--- src/rtl/uart_pkg.sv ---
// Shared definitions for the parametrised UART transceiver.
//   - parity-mode encodings (PAR_NONE / PAR_EVEN / PAR_ODD)
//   - TX and RX state encodings
//   - par_bit(): parity bit for a payload of up to 9 bits
package uart_pkg;

    localparam int PAR_NONE = 0;
    localparam int PAR_EVEN = 1;
    localparam int PAR_ODD  = 2;

    typedef enum logic [2:0] {
        TX_IDLE,
        TX_START,
        TX_DATA,
        TX_PARITY,
        TX_STOP
    } tx_state_t;

    // RX_BREAK holds off re-arming after a framing error until the line is high again.
    typedef enum logic [2:0] {
        RX_IDLE,
        RX_START,
        RX_DATA,
        RX_PARITY,
        RX_STOP,
        RX_BREAK
    } rx_state_t;

    // Payloads narrower than 9 bits are zero-extended, which leaves the XOR unchanged.
    function automatic logic par_bit(input logic [8:0] data, input int mode);
        return (^data) ^ (mode == PAR_ODD);
    endfunction

endpackage

--- src/rtl/uart_bit_timer.sv ---
// Per-direction bit timer for the UART.
//   clk, rst_n : clock, async active-low reset
//   start      : reload the counter for the first bit of a frame
//   run        : count while a frame is in progress
//   mid_tick   : high in the mid-bit cycle (RX sample point)
//   end_tick   : high in the last cycle of each bit
module uart_bit_timer
    import uart_pkg::*;
#(
    parameter int CLKS_PER_BIT = 16
) (
    input  logic clk,
    input  logic rst_n,
    input  logic start,
    input  logic run,
    output logic mid_tick,
    output logic end_tick
);

    localparam int TW = $clog2(CLKS_PER_BIT);
    localparam logic [TW-1:0] LOAD = TW'(CLKS_PER_BIT - 1);
    localparam logic [TW-1:0] MID  = TW'(CLKS_PER_BIT / 2);

    logic [TW-1:0] cnt;

    // NOTE: sequential state uses non-blocking assignments so every flop samples pre-edge values.
    always_ff @(posedge clk or negedge rst_n) begin
        if (!rst_n) begin
            cnt <= '0;
        end else if (start) begin
            cnt <= LOAD;
        end else if (run) begin
            cnt <= (cnt == '0) ? LOAD : cnt - 1'b1;
        end
    end

    assign end_tick = run && (cnt == '0);
    assign mid_tick = run && (cnt == MID);

endmodule

--- src/rtl/uart_trx_param.sv ---
// Parametrised full-duplex UART transceiver.
//   clk, rst_n      : clock, async active-low reset
//   tx_en           : transmitter enable
//   tx_valid/ready  : word handshake, tx_in latched on acceptance
//   tx_out          : serial output, idles high
//   tx_busy/tx_done : frame in progress / pulse in last cycle of final stop bit
//   rx_en           : receiver enable, low aborts a frame at once
//   rx_in           : asynchronous serial input
//   rx_out          : last received word, with rx_parity_err / rx_frame_err
//   rx_valid        : one-cycle pulse when rx_out and the flags update
//   rx_busy         : receiver is inside a frame
module uart_trx_param
    import uart_pkg::*;
#(
    parameter int DATA_BITS    = 8,
    parameter int CLKS_PER_BIT = 16,
    parameter int PARITY       = 0,
    parameter int STOP_BITS    = 1
) (
    input  logic                 clk,
    input  logic                 rst_n,
    input  logic                 tx_en,
    input  logic                 tx_valid,
    output logic                 tx_ready,
    input  logic [DATA_BITS-1:0] tx_in,
    output logic                 tx_out,
    output logic                 tx_busy,
    output logic                 tx_done,
    input  logic                 rx_en,
    input  logic                 rx_in,
    output logic [DATA_BITS-1:0] rx_out,
    output logic                 rx_valid,
    output logic                 rx_busy,
    output logic                 rx_parity_err,
    output logic                 rx_frame_err
);

    localparam int IW = $clog2(DATA_BITS + 1);
    localparam logic [IW-1:0] LAST_DATA = IW'(DATA_BITS - 1);
    localparam logic [IW-1:0] LAST_STOP = IW'(STOP_BITS - 1);
    localparam bit HAS_PAR = (PARITY != PAR_NONE);

    // ------------------------------------------------------------------ TX
    tx_state_t            tx_state, tx_state_next;
    logic [DATA_BITS-1:0] tx_shreg;
    logic                 tx_par;
    logic [IW-1:0]        tx_idx;
    logic                 tx_accept, tx_end, tx_mid_unused;

    assign tx_ready  = tx_en && (tx_state == TX_IDLE);
    assign tx_accept = tx_valid && tx_ready;
    assign tx_busy   = (tx_state != TX_IDLE);

    uart_bit_timer #(.CLKS_PER_BIT(CLKS_PER_BIT)) u_tx_timer (
        .clk      (clk),
        .rst_n    (rst_n),
        .start    (tx_accept),
        .run      (tx_busy),
        .mid_tick (tx_mid_unused),
        .end_tick (tx_end)
    );

    always_ff @(posedge clk or negedge rst_n) begin
        if (!rst_n) begin
            tx_state <= TX_IDLE;
            tx_shreg <= '0;
            tx_par   <= 1'b0;
            tx_idx   <= '0;
        end else begin
            tx_state <= tx_state_next;
            if (tx_accept) begin
                tx_shreg <= tx_in;
                tx_par   <= par_bit(9'(tx_in), PARITY);
                tx_idx   <= '0;
            end else if (tx_end && (tx_state == TX_DATA)) begin
                tx_shreg <= tx_shreg >> 1;
                tx_idx   <= (tx_idx == LAST_DATA) ? '0 : tx_idx + 1'b1;
            end else if (tx_end && (tx_state == TX_STOP)) begin
                tx_idx   <= (tx_idx == LAST_STOP) ? '0 : tx_idx + 1'b1;
            end
        end
    end

    // NOTE: every output of this block gets a default first, so no path can infer a latch.
    always_comb begin
        tx_state_next = tx_state;
        tx_out        = 1'b1;
        tx_done       = 1'b0;
        case (tx_state)
            TX_IDLE:   if (tx_accept) tx_state_next = TX_START;
            TX_START: begin
                tx_out = 1'b0;
                if (tx_end) tx_state_next = TX_DATA;
            end
            TX_DATA: begin
                tx_out = tx_shreg[0];
                if (tx_end && (tx_idx == LAST_DATA))
                    tx_state_next = HAS_PAR ? TX_PARITY : TX_STOP;
            end
            TX_PARITY: begin
                tx_out = tx_par;
                if (tx_end) tx_state_next = TX_STOP;
            end
            TX_STOP: begin
                if (tx_end && (tx_idx == LAST_STOP)) begin
                    tx_done       = 1'b1;
                    tx_state_next = TX_IDLE;
                end
            end
            default:   tx_state_next = TX_IDLE;
        endcase
    end

    // ------------------------------------------------------------------ RX
    rx_state_t            rx_state, rx_state_next;
    logic [1:0]           rx_sync_q;
    logic                 rx_bit;
    logic [DATA_BITS-1:0] rx_shreg;
    logic [IW-1:0]        rx_idx;
    logic                 rx_perr_q, rx_ferr_q;
    logic                 rx_start, rx_shift, rx_par_chk, rx_stop_chk, rx_finish;
    logic                 rx_run, rx_mid, rx_end_unused;

    assign rx_bit  = rx_sync_q[1];
    assign rx_run  = (rx_state == RX_START) || (rx_state == RX_DATA) ||
                     (rx_state == RX_PARITY) || (rx_state == RX_STOP);
    assign rx_busy = rx_run;

    // Every RX decision (start check and each bit sample) happens on the mid-bit tick.
    uart_bit_timer #(.CLKS_PER_BIT(CLKS_PER_BIT)) u_rx_timer (
        .clk      (clk),
        .rst_n    (rst_n),
        .start    (rx_start),
        .run      (rx_run),
        .mid_tick (rx_mid),
        .end_tick (rx_end_unused)
    );

    always_ff @(posedge clk or negedge rst_n) begin
        if (!rst_n) begin
            // Synchroniser resets to the idle-line level so reset release cannot fake a start bit.
            rx_sync_q     <= 2'b11;
            rx_state      <= RX_IDLE;
            // NOTE: the datapath registers are reset too, so rx_out is defined before the first frame.
            rx_shreg      <= '0;
            rx_idx        <= '0;
            rx_perr_q     <= 1'b0;
            rx_ferr_q     <= 1'b0;
            rx_out        <= '0;
            rx_valid      <= 1'b0;
            rx_parity_err <= 1'b0;
            rx_frame_err  <= 1'b0;
        end else begin
            rx_sync_q <= {rx_sync_q[0], rx_in};
            rx_state  <= rx_state_next;
            rx_valid  <= rx_finish;
            if (rx_start) begin
                rx_idx    <= '0;
                rx_perr_q <= 1'b0;
                rx_ferr_q <= 1'b0;
            end
            if (rx_shift) begin
                rx_shreg <= {rx_bit, rx_shreg[DATA_BITS-1:1]};
                rx_idx   <= (rx_idx == LAST_DATA) ? '0 : rx_idx + 1'b1;
            end
            if (rx_par_chk)
                rx_perr_q <= (rx_bit != par_bit(9'(rx_shreg), PARITY));
            if (rx_stop_chk) begin
                rx_ferr_q <= rx_ferr_q | ~rx_bit;
                rx_idx    <= (rx_idx == LAST_STOP) ? '0 : rx_idx + 1'b1;
            end
            // The final stop sample is folded in directly since rx_ferr_q has not seen it yet.
            if (rx_finish) begin
                rx_out        <= rx_shreg;
                rx_parity_err <= rx_perr_q;
                rx_frame_err  <= rx_ferr_q | ~rx_bit;
            end
        end
    end

    always_comb begin
        rx_state_next = rx_state;
        rx_start      = 1'b0;
        rx_shift      = 1'b0;
        rx_par_chk    = 1'b0;
        rx_stop_chk   = 1'b0;
        rx_finish     = 1'b0;
        if (!rx_en) begin
            rx_state_next = RX_IDLE;
        end else begin
            case (rx_state)
                RX_IDLE: begin
                    if (!rx_bit) begin
                        rx_start      = 1'b1;
                        rx_state_next = RX_START;
                    end
                end
                RX_START:  if (rx_mid) rx_state_next = rx_bit ? RX_IDLE : RX_DATA;
                RX_DATA: begin
                    if (rx_mid) begin
                        rx_shift = 1'b1;
                        if (rx_idx == LAST_DATA)
                            rx_state_next = HAS_PAR ? RX_PARITY : RX_STOP;
                    end
                end
                RX_PARITY: begin
                    if (rx_mid) begin
                        rx_par_chk    = 1'b1;
                        rx_state_next = RX_STOP;
                    end
                end
                RX_STOP: begin
                    if (rx_mid) begin
                        rx_stop_chk = 1'b1;
                        if (rx_idx == LAST_STOP) begin
                            rx_finish     = 1'b1;
                            rx_state_next = (rx_ferr_q || !rx_bit) ? RX_BREAK : RX_IDLE;
                        end
                    end
                end
                RX_BREAK:  if (rx_bit) rx_state_next = RX_IDLE;
                default:   rx_state_next = RX_IDLE;
            endcase
        end
    end

endmodule

--- config.mk ---
export PLATFORM = sky130hd
export DESIGN_NAME = uart_trx_param
export DESIGN_NICKNAME = d
export VERILOG_FILES = /design/src/rtl/uart_pkg.sv /design/src/rtl/uart_bit_timer.sv /design/src/rtl/uart_trx_param.sv
export SDC_FILE = /design/constraint.sdc
export NUM_CORES = 1
export LEC_CHECK = 0
export ABC_AREA = 1
export CAP_MARGIN = 20
export CORE_MARGIN = 2
export CORE_UTILIZATION = 51
export DETAILED_ROUTE_END_ITERATION = 10
export GPL_TIMING_DRIVEN = 0
export PLACE_DENSITY = 0.79
export RECOVER_POWER = 100
export SYNTH_ARGS = -nofsm -noshare
export SYNTH_HDL_FRONTEND = slang
export SYNTH_SLANG_ARGS = --single-unit
--- constraint.sdc ---
create_clock -name clk -period 1.63 [get_ports clk]
set_clock_uncertainty 0.15 [all_clocks]
set_input_delay 0.163 -clock clk [delete_from_list [all_inputs] [get_ports clk]]
set_output_delay 0.163 -clock clk [all_outputs]
set_load 0.02 [all_outputs]
After elaboration in Yosys (flattened, before gate mapping)
Cells that the tools add are included.
Storage, ports and cells
  register bits: 54
  bits of input ports: 14
  output and inout bits: 16
  word-level logic and storage cells: 135
Operators by class
  $add $sub $neg: 4
  eq/ne operators: 26
  multiplexer cells: 56
  bitwise logic cells: 2
  reduce and logical (&&, ||, !) cells: 31
Operator list (number)
  2-to-1 mux 4 bit: 16
  2-to-1 mux 3 bit: 15
  2-to-1 mux 1 bit: 19
  != test 3 bit, second input constant: 6
  case mux 3 bit (6 select lines): 1
  parity 9 bit: 2
  zero test 4 bit: 4
  2-to-1 mux 8 bit: 2
  case mux 3 bit (5 select lines): 1
  equality test 3 x 2 -> 1 bit, second input constant: 4
  nonzero test 2 bit: 5
  equality test 3 bit, second input constant: 3
  nonzero test 3 bit: 3
  adder 4 x 1 -> 4 bit, second input constant: 2
  equality test 4 x 3 -> 1 bit, second input constant: 2
  logical AND 1 bit: 8
  AND reduction 8 bit: 1
  subtractor 4 x 1 -> 4 bit, second input constant: 2
  equality test 3 x 1 -> 1 bit, second input constant: 2
  zero test 3 bit: 2
  != test 2 bit, second input constant: 3
  != test 3 x 2 -> 1 bit, second input constant: 2
  AND reduction 5 bit: 1
  equality test 4 bit, second input constant: 1
  other kinds (8): 12

Longest topological paths before layout
  depth after elaboration: 10
  gate-level depth with buffers: 10
  mapped depth without buffers: 10

Modules after synthesis
Synthesis repeated with hierarchy kept, for this count alone.
Second synthesis, totals
  cell total of the unflattened synthesis: 389
  area total of the unflattened synthesis: 3031.7 µm²
Modules (own cells, without submodules)
  uart_trx_param: instances 1, cells each 324, area each 2518.7 µm², sequential area each 1153.6 µm²
  uart_bit_timer (u_tx_timer): instances 1, cells each 34, area each 260.2 µm², sequential area each 100.1 µm²
  uart_bit_timer (u_rx_timer): instances 1, cells each 31, area each 252.7 µm², sequential area each 100.1 µm²

Worst setup path before layout
Ideal clock, no wire load.
  path type: flip-flop to flip-flop
  from: reg u_rx_timer.cnt[0]
  to: reg rx_frame_err
  library setup time: 0.125 ns
  arrival: 1.355 ns
  data required time: 1.355 ns
  path slack: 0.000 ns
  cell stages (with the launch flop): 9
  buffers on the path: 1
  period minus slack after synthesis: 1.630 ns
  path through: dfrtp_1 -> inv_1 -> ha_1 -> nand3_1 -> nor3_2 -> nand3_2 -> buf_6 -> nand2_1 -> o21ai_2
On the way
  cells in the longest elaborated chain, start to end: 5
RTL lines
  start, declared: line uart_bit_timer.sv:24  | logic [TW-1:0] cnt;
  start signal, assigned: line uart_bit_timer.sv:33  | cnt <= (cnt == '0) ? LOAD : cnt - 1'b1;
  equality test 4 bit: line uart_bit_timer.sv:38  | assign mid_tick = run && (cnt == MID);
  logical AND 1 bit: line uart_bit_timer.sv:38
  2-to-1 mux 1 bit: line uart_trx_param.sv:213  | if (rx_mid) begin
  2-to-1 mux 1 bit: line uart_trx_param.sv:191  | case (rx_state)
  2-to-1 mux 1 bit: line uart_trx_param.sv:188  | if (!rx_en) begin
  end signal, assigned: line uart_trx_param.sv:176  | rx_frame_err <= rx_ferr_q | ~rx_bit;
  end, declared: line uart_trx_param.sv:35  | output logic rx_frame_err
Every way passes these cells.
A chain may end at the register's enable or synchronous reset.

Worst setup path after layout
  from: reg tx_idx[0]
  to: out tx_done
On the way
  cells in the longest elaborated chain, start to end: 4
RTL lines
  start, declared: line uart_trx_param.sv:47  | logic [IW-1:0] tx_idx;
  start signal, assigned: line uart_trx_param.sv:77  | tx_idx <= (tx_idx == LAST_DATA) ? '0 : tx_idx + 1'b1;
  start signal, assigned: line uart_trx_param.sv:79  | tx_idx <= (tx_idx == LAST_STOP) ? '0 : tx_idx + 1'b1;
  zero test 4 bit: line uart_trx_param.sv:105  | if (tx_end && (tx_idx == LAST_STOP)) begin
  logical AND 1 bit: line uart_trx_param.sv:105
  2-to-1 mux 1 bit: line uart_trx_param.sv:105
  2-to-1 mux 1 bit: line uart_trx_param.sv:89  | case (tx_state)
  end, declared: line uart_trx_param.sv:28  | output logic tx_done,
Every way passes these cells.

==> results.yml <==
routing:
  dr.pass1.iters: 4
  drc_errors: 0
  first_iter_violations: 212
  wire_per_inst_um: 14.3
  via_per_inst: 5.37
  vias: 2775
  drt_wl_total_um: 7370
  antenna_left: 0
power:
  p_comb_frac: 0.291
  p_sw_mw: 1.13
  intPower_mw: 2.36
  power.density_nw_per_um2: 857
  switching_share: 0.325
  power.leakage_nw: 1.93
  ir_worst_vdd_mv: 0.608
  seq_power_share: 0.443
  clkPwrFrac: 0.266
synthesis:
  yosys.area.top_type: "dfrtp_1"
  synth_most_common_cell: "nand2_1"
  ys_types: 34
  synth_top_cell_area_share: 0.432
  syn-cell-area_sq_um: 3010
  synth_commonest_cells: "nand2_1, inv_1, dfrtp_1"
  synthFlopType: "dfrtp_1"
  synth_edf_count: 0
  syn-instance-count: 369
  syn-num-nets: 390
  ys_warn_count: 0
  ys_top_cells_by_area: "dfrtp_1, nand2_1, inv_1"
  ys_ff_latch: 54
  synth_area_per_cell_sq_um: 8.16
  ys_seq_area_frac: 0.450
  synth-async-reset-ratio: 1.00
floorplan:
  die-width_um: 80.8
  core_sq_um: 5610
  die_h_um: 80.8
  io_pins: 30
  fp.dieArea_sq_um: 6540
  start_util: 0.537
  row_count: 27
outcome:
  status: "finished, violations left"
  violations: "negative setup slack"
global_routing:
  met3_usage: 0.0344
  gr-usage-met1: 0.270
  grt_pass1_wl_um: 11400
  grt_max_degree: 33
  grt.total_usage: 0.222
  overflow: 0
  antenna_found_initial: 0
  grt-busiest-layer: "met2"
  use_met2: 0.392
  grt_pass1_vias: 2616
timing:
  slew_violations: 0
  finalCritPeriodShare: 1.09
  min_period_ns: 1.77
  max_slew.worst_pin.slew_ns: 0.573
  relSlewSlack: 0.618
  hold_viol: 0
  setup_ws_ns: -0.139
  max_freq_mhz: 565
  rsz0062_at_grt: "yes"
  setup_violations: 31
  finalSetupTns_ns: -1.34
job:
  cap_viol_max_count: 0
worst_hold_path:
  hold_path_class: "register to register"
finish:
  final_area_sq_um: 4070
  nNetsFinal: 466
  fin_cells: 517
  antenna_cells: 0
  finish.utilization: 0.726
  final_layout_size_suffix_gt1_frac: 0.355
  area_delta_synth_final_pct: 35.2
critical_path:
  crit_required_ns: 1.32
  path_class: "register to output port"
  critPathTopFamily: "flip-flops"
  slowest_delay_ns: 0.42
  cp-start-kind: "register"
  path_buf_inv: 2
  slowest_stage: "dfrtp_1"
  cp-end-kind: "output port"
  crit_chain: "inv_1, ha_1, nand3_2, nor2_4, buf_6"
  cp_data_arrival_time_ns: 1.46
  crit_fanout: 4
placement:
  dp_hpwl_um: 4240
  dpl_worst_slack_ns: -0.524
  place_area_sq_um: 3410
  gp_congestion: 0.876
  dp_cells: 471
  io_buffers: 29
clock_tree:
  clkTransAtPathRegs_ns: 0.10
  cts_tree: "done"
  clock-sinks: 54
  ctsRootBufferMaster: "clkbuf_8"
  cts_made_buffers: 5
  htreeDepth: 2
  clock_latency_ns: 0.31
  clockBufferDepth: 2
registers in the layout, indices dropped and copies added (netlist names), 2 cells and up:
register / cells
rx_idx: 4
rx_out: 8
rx_shreg: 8
rx_state: 3
rx_sync_q: 2
tx_idx: 4
tx_shreg: 8
tx_state: 3
u_rx_timer.cnt: 4
u_tx_timer.cnt: 4
final timing paths:
path,from,to,slack [ns],cells after the start
worst max-delay path,tx_idx[0],tx_done,-0.14,5
worst min-delay path,rx_sync_q[0],rx_sync_q[1],0.21,0
worst max register to register,u_rx_timer.cnt[0],rx_out[7],-0.07,8
worst min register to register,rx_sync_q[0],rx_sync_q[1],0.21,0
max in group asynchronous,rst_n,tx_shreg[2],0.20,3
min in group asynchronous,rst_n,rx_frame_err,0.22,2
metrics by stage:
stage | total power [mW] | hold WS, ns
after floorplan | 2.05 | -0.283
after global placement | 2.25 | 0.199
after detailed placement | 2.27 | 0.0244
after CTS | 3.30 | 0.0965
after global routing | 3.68 | 0.218
final | 3.49 | 0.212
power groups by stage:
| stage | registers, mW | logic [mW] | clock network, mW |
|---|---|---|---|
| after floorplan | 1.54 | 0.514 | 0 |
| after global placement | 1.55 | 0.697 | 0 |
| after detailed placement | 1.55 | 0.721 | 0 |
| after CTS | 1.54 | 0.814 | 0.945 |
| after global routing | 1.56 | 1.14 | 0.990 |
| final | 1.55 | 1.01 | 0.929 |
layout by cell type (no fill, tap or decap), types with 4 or more instances in the layout:
cell type	Yosys	layout
a21oi_1	8	5
buf_4	0	35
buf_6	3	7
clkbuf_1	0	10
clkbuf_8	0	6
clkdlybuf4s50_1	0	12
dfrtp_1	52	50
inv_1	53	40
inv_2	3	12
inv_4	0	4
nand2_1	92	74
nand2_2	6	11
nand2_4	1	13
nand3_1	33	26
nand3_2	3	6
nand3_4	2	6
nor2_1	18	9
nor2_2	1	7
nor2_4	1	4
o21ai_0	29	11
o21ai_1	2	18
o21ai_2	20	22
xnor2_1	5	5
xor2_1	7	7
worst register-to-register path: cells and delay by family, from the launching register on:
family | cells | cell delay (ns)
fa+ha+maj | 1 | 0.15
compound gates | 1 | 0.05
flops | 1 | 0.40
simple gates | 4 | 0.56
buf+inv | 2 | 0.29
layout make-up:
| type | count | area (sq um) |
|---|---|---|
| plain buffers | 5 | 56.3 |
| clock buffers | 6 | 82.6 |
| clock inverters | 1 | 30.0 |
| fillers | 426 | 1540 |
| inverters | 56 | 220 |
| multi-input cells | 254 | 1700 |
| flip-flops and latches | 54 | 1360 |
| well taps | 72 | 90.1 |
| repair buffers | 69 | 532 |
repair_timing:
action	CTS	global route
cloned	1	1
setup buffers	14	22
endpoints found under the hold margin	20	0
pin swaps	7	18
endpoints found under the setup margin	47	44
resized for setup	57	105
hold buffers	1	0
per-layer routing:
metal  wire, um  up-vias
met5          0        -
met2       3910       75
met1       3030     1346
li1           -     1340
met4        133        0
met3        298       14
cells by family after synthesis:
| logic type | after synthesis | synth area share |
|---|---|---|
| AOI/OAI and AO/OA | 67 | 0.142 |
| adders and majority gates | 7 | 0.0291 |
| DFF | 54 | 0.450 |
| and+or+nand+nor | 168 | 0.260 |
| buffers and inverters | 61 | 0.0843 |
| xor gates and xnor gates | 12 | 0.0349 |
(Power assumes the default switching activity.)
